<file path="config.mk">
export PLATFORM = sky130hd
export DESIGN_NAME = sysarr_ctrl
export DESIGN_NICKNAME = d
export VERILOG_FILES = /design/src/rtl/sysarr_ctrl.sv
export SDC_FILE = /design/constraint.sdc
export NUM_CORES = 1
export LEC_CHECK = 0
export CORE_UTILIZATION = 43
export DETAILED_ROUTE_END_ITERATION = 10
export PLACE_DENSITY = 0.8
export SLEW_MARGIN = 20
export SYNTH_ARGS = -nofsm -noshare
export SYNTH_HDL_FRONTEND = slang
export SYNTH_SLANG_ARGS = --single-unit
</file>
<file path="constraint.sdc">
create_clock -name clock -period 2.8 [get_ports clock]
set_input_delay 0.56 -clock clock [delete_from_list [all_inputs] [get_ports clock]]
set_output_delay 0.56 -clock clock [all_outputs]
set_load 0.02 [all_outputs]
</file>
<file path="src/rtl/sysarr_ctrl.sv">
// sysarr_ctrl: weight-load, skewed-stream and de-skew sequencer for an NxN
// weight-stationary systolic array. Define SYSARR_CTRL_RELU_EN to clamp negative sums.
module sysarr_ctrl #(
    parameter int WIDTH_HEIGHT = 2,
    parameter int ADDR_W       = 8,
    parameter int ARR_LAT      = 0
) (
    input  logic                         clock,
    input  logic                         rst_n,
    input  logic                         start,
    input  logic [ADDR_W-1:0]            num_vecs,
    output logic                         busy,
    output logic                         done,
    output logic                         w_rd_en,
    output logic [ADDR_W-1:0]            w_rd_addr,
    input  logic [8*WIDTH_HEIGHT-1:0]    w_rd_data,
    output logic                         x_rd_en,
    output logic [ADDR_W-1:0]            x_rd_addr,
    input  logic [8*WIDTH_HEIGHT-1:0]    x_rd_data,
    output logic                         arr_active,
    output logic [8*WIDTH_HEIGHT-1:0]    arr_win,
    output logic [WIDTH_HEIGHT-1:0]      arr_wwrite,
    output logic [8*WIDTH_HEIGHT-1:0]    arr_datain,
    input  logic [16*WIDTH_HEIGHT-1:0]   arr_maccout,
    output logic                         res_valid,
    output logic [ADDR_W-1:0]            res_addr,
    output logic [16*WIDTH_HEIGHT-1:0]   res_data
);
    localparam int N  = WIDTH_HEIGHT;
    localparam int PD = 2 * N + ARR_LAT;

    typedef enum logic [2:0] {IDLE, LOADW, STREAM, DRAIN, DONE} state_t;

    state_t               r_state;
    state_t               w_next;
    logic [ADDR_W-1:0]    r_cnt;
    logic [ADDR_W-1:0]    w_cnt_next;
    logic [ADDR_W-1:0]    r_m;
    logic [ADDR_W-1:0]    r_rcnt;
    logic                 r_wvalid;
    logic [PD-1:0]        r_vpipe;
    logic                 r_res_valid;
    logic [ADDR_W-1:0]    r_res_addr;
    logic [16*N-1:0]      r_res_data;
    logic [16*N-1:0]      w_res;
    logic                 w_last_res;

    assign w_last_res = r_res_valid && (r_res_addr == r_m - 1'b1);

    always_comb begin
        w_next     = r_state;
        w_cnt_next = r_cnt;
        unique case (r_state)
            IDLE: begin
                if (start) begin
                    w_next     = LOADW;
                    w_cnt_next = '0;
                end
            end
            LOADW: begin
                if (r_cnt == ADDR_W'(N - 1)) begin
                    w_cnt_next = '0;
                    w_next     = (r_m == '0) ? DRAIN : STREAM;
                end else begin
                    w_cnt_next = r_cnt + 1'b1;
                end
            end
            STREAM: begin
                if (r_cnt == r_m - 1'b1) begin
                    w_cnt_next = '0;
                    w_next     = DRAIN;
                end else begin
                    w_cnt_next = r_cnt + 1'b1;
                end
            end
            DRAIN: begin
                if (r_m == '0 || w_last_res) w_next = DONE;
            end
            DONE:    w_next = IDLE;
            default: w_next = IDLE;
        endcase
    end

    assign busy       = (r_state != IDLE);
    assign done       = (r_state == DONE);
    assign w_rd_en    = (r_state == LOADW);
    assign w_rd_addr  = w_rd_en ? ADDR_W'(N - 1) - r_cnt : '0;
    assign x_rd_en    = (r_state == STREAM);
    assign x_rd_addr  = x_rd_en ? r_cnt : '0;
    assign arr_wwrite = {N{r_wvalid}};
    assign arr_win    = r_wvalid ? w_rd_data : '0;
    // lane r carries valid data exactly r cycles after the read returned
    assign arr_active = |r_vpipe[N-1:0];
    assign res_valid  = r_res_valid;
    assign res_addr   = r_res_addr;
    assign res_data   = r_res_data;

    always_ff @(posedge clock or negedge rst_n) begin
        if (!rst_n) begin
            r_state     <= IDLE;
            r_cnt       <= '0;
            r_m         <= '0;
            r_rcnt      <= '0;
            r_wvalid    <= 1'b0;
            r_vpipe     <= '0;
            r_res_valid <= 1'b0;
            r_res_addr  <= '0;
            r_res_data  <= '0;
        end else begin
            r_state     <= w_next;
            r_cnt       <= w_cnt_next;
            r_wvalid    <= w_rd_en;
            r_vpipe     <= {r_vpipe[PD-2:0], x_rd_en};
            r_res_valid <= r_vpipe[PD-1];
            r_res_addr  <= r_vpipe[PD-1] ? r_rcnt : '0;
            r_res_data  <= r_vpipe[PD-1] ? w_res : '0;
            if (r_state == IDLE && start) begin
                r_m    <= num_vecs;
                r_rcnt <= '0;
            end else if (r_vpipe[PD-1]) begin
                r_rcnt <= r_rcnt + 1'b1;
            end
        end
    end

    for (genvar r = 0; r < N; r++) begin : g_skew
        logic [7:0] w_in;
        assign w_in = r_vpipe[0] ? x_rd_data[8*r +: 8] : 8'd0;
        if (r == 0) begin : g_d0
            assign arr_datain[7:0] = w_in;
        end else begin : g_dn
            logic [7:0] r_sk [r];
            always_ff @(posedge clock or negedge rst_n) begin
                if (!rst_n) begin
                    for (int i = 0; i < r; i++) r_sk[i] <= '0;
                end else begin
                    r_sk[0] <= w_in;
                    for (int i = 1; i < r; i++) r_sk[i] <= r_sk[i-1];
                end
            end
            assign arr_datain[8*r +: 8] = r_sk[r-1];
        end
    end

    // column c arrives c cycles late, so it waits N-1-c to line up
    for (genvar c = 0; c < N; c++) begin : g_dsk
        localparam int DEP = N - 1 - c;
        logic [15:0] w_col;
        if (DEP == 0) begin : g_d0
            assign w_col = arr_maccout[16*c +: 16];
        end else begin : g_dn
            logic [15:0] r_ds [DEP];
            always_ff @(posedge clock or negedge rst_n) begin
                if (!rst_n) begin
                    for (int i = 0; i < DEP; i++) r_ds[i] <= '0;
                end else begin
                    r_ds[0] <= arr_maccout[16*c +: 16];
                    for (int i = 1; i < DEP; i++) r_ds[i] <= r_ds[i-1];
                end
            end
            assign w_col = r_ds[DEP-1];
        end
`ifdef SYSARR_CTRL_RELU_EN
        assign w_res[16*c +: 16] = w_col[15] ? 16'd0 : w_col;
`else
        assign w_res[16*c +: 16] = w_col;
`endif
    end
endmodule

</file>
== Word-level counts from Yosys, hierarchy flattened ==
Index checks and enable logic that the tools add are counted.
W data, S select, Z words.
Word-level totals
  register bits after elaboration: 97
  input port bits: 75
Operators by class
  add/sub/neg operators: 4
  eq/ne operators: 11
  multiplexer cells: 19
  reduce and logical (&&, ||, !) cells: 11
Operators with widths (count)
  $mux W8: 10
  $mux W32: 1
  $pmux W8 S3: 1
  $add A8 B1 Y8 const B: 2
  $eq A8 B8 Y1: 2
  $mux W16: 1
  $mux W3: 4
  $pmux W3 S4: 1
  $eq A8 B1 Y1 const B: 1
  $logic_not A8 Y1: 1
  $sub A1 B8 Y8 const A: 1
  $sub A8 B1 Y8 const B: 1
  $eq A3 B2 Y1 const B: 2
  $reduce_bool A3 Y1: 2
  $ne A2 B1 Y1 const B: 2
  $ne A2 B2 Y1 const B: 2
  $reduce_and A4 Y1: 1
  $eq A3 B1 Y1 const B: 1
  $eq A3 B3 Y1 const B: 1
  $logic_not A3 Y1: 1
  $logic_and A1 B1 Y1: 2
  $reduce_and A2 Y1: 1
  $reduce_bool A2 Y1: 1
  $reduce_or A2 Y1: 1
  other kinds (2): 2

== Longest topological paths before layout ==
  depth in word-level cells: 6
  depth in mapped cells: 9

== Least setup slack after synthesis ==
No wires, ideal clock.
  path type: flip-flop to flip-flop
  start: reg r_m[0]
  end: reg r_cnt[2]
  setup time: 0.126 ns
  arrival: 2.378 ns
  data required time: 2.674 ns
  slack: 0.296 ns
  cell stages (with the launch flop): 10
  cells stage by stage: dfrtp_1 -> inv_1 -> ha_1 -> xor2_1 -> o211ai_1 -> a2111oi_2 -> o311ai_1 -> o31ai_4 -> nand2_4 -> a221o_1
On the way
  longest elaborated chain between the ends: 4
RTL lines
  start: declaration: line 38  | logic [ADDR_W-1:0] r_m;
  start signal: assignment: line 118  | r_m <= num_vecs;
  $sub A8 B1 Y8: line 69  | if (r_cnt == r_m - 1'b1) begin
  $eq A8 B8 Y1: line 69
  $mux W8: line 69
  $pmux W8 S3: line 53  | unique case (r_state)
  end signal: assignment: line 111  | r_cnt <= w_cnt_next;
  end: declaration: line 36  | logic [ADDR_W-1:0] r_cnt;
No other way between the ends.
A chain may end at the register's enable or synchronous reset.

== Final worst setup path ==
  start: reg r_m[1]
  end: reg r_cnt[2]
Same word-level chain as after synthesis.

==> impl_metrics.py <==
metrics = {
    "power": {
        "total_power_mw": 5.42,
        "power.ir.vdd_worst_uv": 478,
        "comb_power_share_pct": 46.5,
        "leakage_nw": 2.81,
        "power_switching_mw": 2.17,
        "power.density_cell_area_nw_per_um2": 854,
        "power.share.switching_pct": 40.1,
        "power.share.clock_pct": 17.1,
        "p_int_mw": 3.25,
        "sequentialPowerShare_pct": 36.3,
    },
    "yosys": {
        "synthArstFlopShare_pct": 100,
        "synth_seq_area_share_pct": 57.1,
        "synth_top_cell_by_area": "sky130_fd_sc_hd__dfrtp_1",
        "synth_compound_gate_area_share_pct": 7.97,
        "synth-edff-count": 0,
        "ys_warn_count": 0,
        "post_synth_num_cell_types": 50,
        "most_used_dff_post_synth": "sky130_fd_sc_hd__dfrtp_1",
        "synth.avg_cell_area_um2": 11.2,
        "synth_fp_nets": 462,
        "synth.area.top_cells": "sky130_fd_sc_hd__dfrtp_1 57%, sky130_fd_sc_hd__and2_1 11%, sky130_fd_sc_hd__xnor2_1 3.3%, sky130_fd_sc_hd__xor2_1 2.9%, sky130_fd_sc_hd__nor2_1 2.0%",
        "seq_cells_post_synth": 97,
        "synthesis.instances": 381,
        "simple_gate_area_share_of_the_yosys_netlist_pct": 22.2,
        "yosys-mux-area-fraction_pct": 1.50,
        "post-synth-top-area-fraction_pct": 57.1,
        "synth.cell_area_um2": 4250,
        "area_share_of_xor_xnor_cells_in_the_synthesized_design_pct": 6.18,
        "main_combinational_cell_family_by_area_after_synthesis": "simple AND/OR/NAND/NOR gates",
        "synth-adder-area-share_pct": 1.77,
    },
    "placement": {
        "gp_congestion": 0.877,
        "detailedPlacementHpwl_um": 7670,
        "numPortBuffers": 170,
        "detailedPlace.worstSlack_ps": 131,
        "detailed_place.area_um2": 6120,
    },
    "floorplanning": {
        "floorplan_die_height_um": 101,
        "io_pins": 171,
        "core.rowCount": 35,
        "core_area_um2": 9420,
        "dieArea_um2": 10300,
        "floorplan.initialDensity_pct": 45.2,
        "die_w_um": 101,
    },
    "sta": {
        "timing.fmax_ghz": 0.370,
        "setup_viol_count_final": 0,
        "finalHoldViolCount": 0,
        "fin_crit_sh_pct": 96.4,
        "rsz0062_at_grt": "true",
        "clock_skew_ps": 6.58,
        "relSlewSlack_pct": 65.4,
        "postLayoutSetupSlackWorst_ps": 99.6,
        "finalCriticalPeriod_ps": 2700,
        "report.final.slew_viol_count": 0,
        "worst_slew_pin_slew_ps": 516,
    },
    "worst_setup_path": {
        "timing.critical_path.required_ps": 3060,
        "cell_by_cell_trace_of_the_critical_path": "inv_1, ha_1, xor2_1, o211ai_1, a2111oi_2, o311ai_2, o31ai_4, nand2_4, a221o_1",
        "critical_path.n_buffers_inverters": 1,
        "critical_path.max_fanout": 6,
        "critical_path.endpoint_type": "flop",
        "critPathLaunchType": "flop",
        "worstRegToRegCells": 9,
        "timing.critical_path.slowest_stage_cell": "sky130_fd_sc_hd__dfrtp_2",
        "path_class": "flop to flop",
        "cpLargestDelayFamily": "compound AO/OA/AOI/OAI gates",
        "cp_max_stage_delay_ps": 430,
        "crit_path_arrival_time_ps": 2960,
        "path_depth": 9,
    },
    "flow_run": {
        "cap_viol_max_count": 0,
    },
    "routing": {
        "vias": 3418,
        "finalWirelength_um": 10200,
        "detail_route.first_pass.iterations": 4,
        "initialDrtViolationCount": 138,
        "drcViolationCount": 0,
        "wl_per_cell_um": 14.9,
        "detail-route-antenna-nets": 0,
        "route.detailed.vias_per_inst": 4.98,
    },
    "outcome": {
        "outcome": "finished, final reports clean",
    },
    "clocking": {
        "clkTransAtPathRegs_ps": 110,
        "worst_skew_pair.late_latency_ps": 360,
        "cts_root_buffer": "sky130_fd_sc_hd__clkbuf_8",
        "cts-root-to-sink-buffers": 2,
        "htree_num_levels": 3,
        "clock_tree_from_tritoncts": "built",
        "cts-buffers-inserted": 9,
        "tritoncts_num_sinks": 97,
    },
    "global_routing": {
        "initial_antenna_violation_count": 0,
        "global_route.overflow_total": 0,
        "grt_pass1_vias": 3514,
        "grt_start_max_net_pins": 65,
        "total_routing_usage_gr_pct": 21.5,
        "first_pass_grt_wire_length_um": 16800,
    },
    "layout": {
        "finalInstanceArea_um2": 6350,
        "layout.cells.most_common_list": "166 x sky130_fd_sc_hd__clkdlybuf4s50_1, 96 x sky130_fd_sc_hd__dfrtp_1, 75 x sky130_fd_sc_hd__and2_1",
        "final_core_util_pct": 67.5,
        "layout.filler_cells": 710,
        "layout_commonest_cell": "sky130_fd_sc_hd__clkdlybuf4s50_1",
        "areaGrowthSynthToFinish_pct": 49.4,
        "ant_diodes": 0,
        "finish.net_count": 634,
        "layout-drive-gt1-share_pct": 8.78,
    },
    "min_path": {
        "worstHoldPathType": "input pin to async pin",
    },
}
## path summary, 6_finish.rpt
kind	from	end	slack [ps]
setup / recovery	r_m[1]	r_cnt[2]	100
hold / removal	rst_n	r_cnt[7]	130
setup reg to reg	r_m[1]	r_cnt[2]	100
hold reg to reg	r_vpipe[2]	r_vpipe[3]	360
max in group asynchronous	rst_n	r_m[1]	2000
min in group clock	r_vpipe[2]	r_vpipe[3]	360
## registers in the layout, summed over array words and instances, names as in the netlist
signal,cells
r_wvalid,1
res_valid,1
r_state,3
r_rcnt,8
g_skew.g_dn.r_sk,8
res_data,32
r_vpipe,4
res_addr,8
g_dsk.g_dn.r_ds,16
r_m,8
r_cnt,8
## cell type report
cell class / count / area, µm² / share of cell area, %
flip-flops and latches: 97 / 2430 / 38.2
repair buffers: 184 / 1810 / 28.5
multi-input cells: 250 / 1700 / 26.7
well taps: 129 / 161 / 2.54
clock buffers: 9 / 124 / 1.95
clock inverters: 7 / 91.3 / 1.44
inverters: 11 / 41.3 / 0.650
## repair_timing
action	CTS	global route
endpoints found under the setup margin	3	10
buffers inserted	0	1
gates resized for setup	4	4
pin swaps	0	4
hold buffers	0	0
## power groups by stage
stage / registers (mW) / logic [mW] / clock network [mW]
6_report: 1.97 / 2.52 / 0.930
5_1_grt: 2.02 / 2.74 / 1.02
4_1_cts: 1.96 / 2.53 / 0.967
3_5_place_dp: 1.99 / 2.51 / 0
3_3_place_gp: 1.98 / 2.46 / 0
2_1_floorplan: 2.03 / 1.42 / 0
## Yosys cell counts, types with 2 or more instances
library cell,number
sky130_fd_sc_hd__o21ai_0,7
sky130_fd_sc_hd__o31ai_1,5
sky130_fd_sc_hd__nor3_1,2
sky130_fd_sc_hd__o211ai_1,2
sky130_fd_sc_hd__inv_1,11
sky130_fd_sc_hd__a21oi_1,7
sky130_fd_sc_hd__ha_1,6
sky130_fd_sc_hd__and3_1,11
sky130_fd_sc_hd__nand3b_1,4
sky130_fd_sc_hd__xnor2_1,16
sky130_fd_sc_hd__nor2_1,23
sky130_fd_sc_hd__mux2_2,3
sky130_fd_sc_hd__nor3b_1,5
sky130_fd_sc_hd__clkbuf_1,16
sky130_fd_sc_hd__a211oi_1,2
sky130_fd_sc_hd__nand4_1,2
sky130_fd_sc_hd__and2_1,75
sky130_fd_sc_hd__nand2_1,21
sky130_fd_sc_hd__nand3_1,6
sky130_fd_sc_hd__buf_2,3
sky130_fd_sc_hd__mux2i_1,3
sky130_fd_sc_hd__nand2b_1,3
sky130_fd_sc_hd__or3_1,4
sky130_fd_sc_hd__a221o_1,3
sky130_fd_sc_hd__or2_2,2
sky130_fd_sc_hd__buf_4,2
sky130_fd_sc_hd__a21o_1,2
sky130_fd_sc_hd__dfrtp_1,97
sky130_fd_sc_hd__xor2_1,14
sky130_fd_sc_hd__a22o_2,3
sky130_fd_sc_hd__a31oi_1,2
## per-layer routing
layer / routed length [µm] / share of wire, % / global-route usage (%)
met3: 993 / 9.7 / 7.52
met5: 0 / 0 / 0
met4: 244 / 2.4 / 9.48
met1: 3870 / 38 / 23.8
met2: 5120 / 50 / 37.5
## stage by stage
| step | TNS, ps | std cells | hold slack, ps |
|---|---|---|---|
| after floorplan | 0 | 381 | 264 |
| after global placement | 0 | 670 | 334 |
| after detailed placement | 0 | 670 | 335 |
| after CTS | 0 | 686 | 128 |
| after global routing | -132 | 687 | 143 |
| final | 0 | 687 | 125 |
## cell families after synthesis
family	count (synthesis)
muxes	6
and+or+nand+nor	164
AOI/OAI and AO/OA	44
adders and majority gates	6
DFF	97
buffers and inverters	34
xor gates and xnor gates	30
Note: power is estimated with default switching activity, not from simulation.
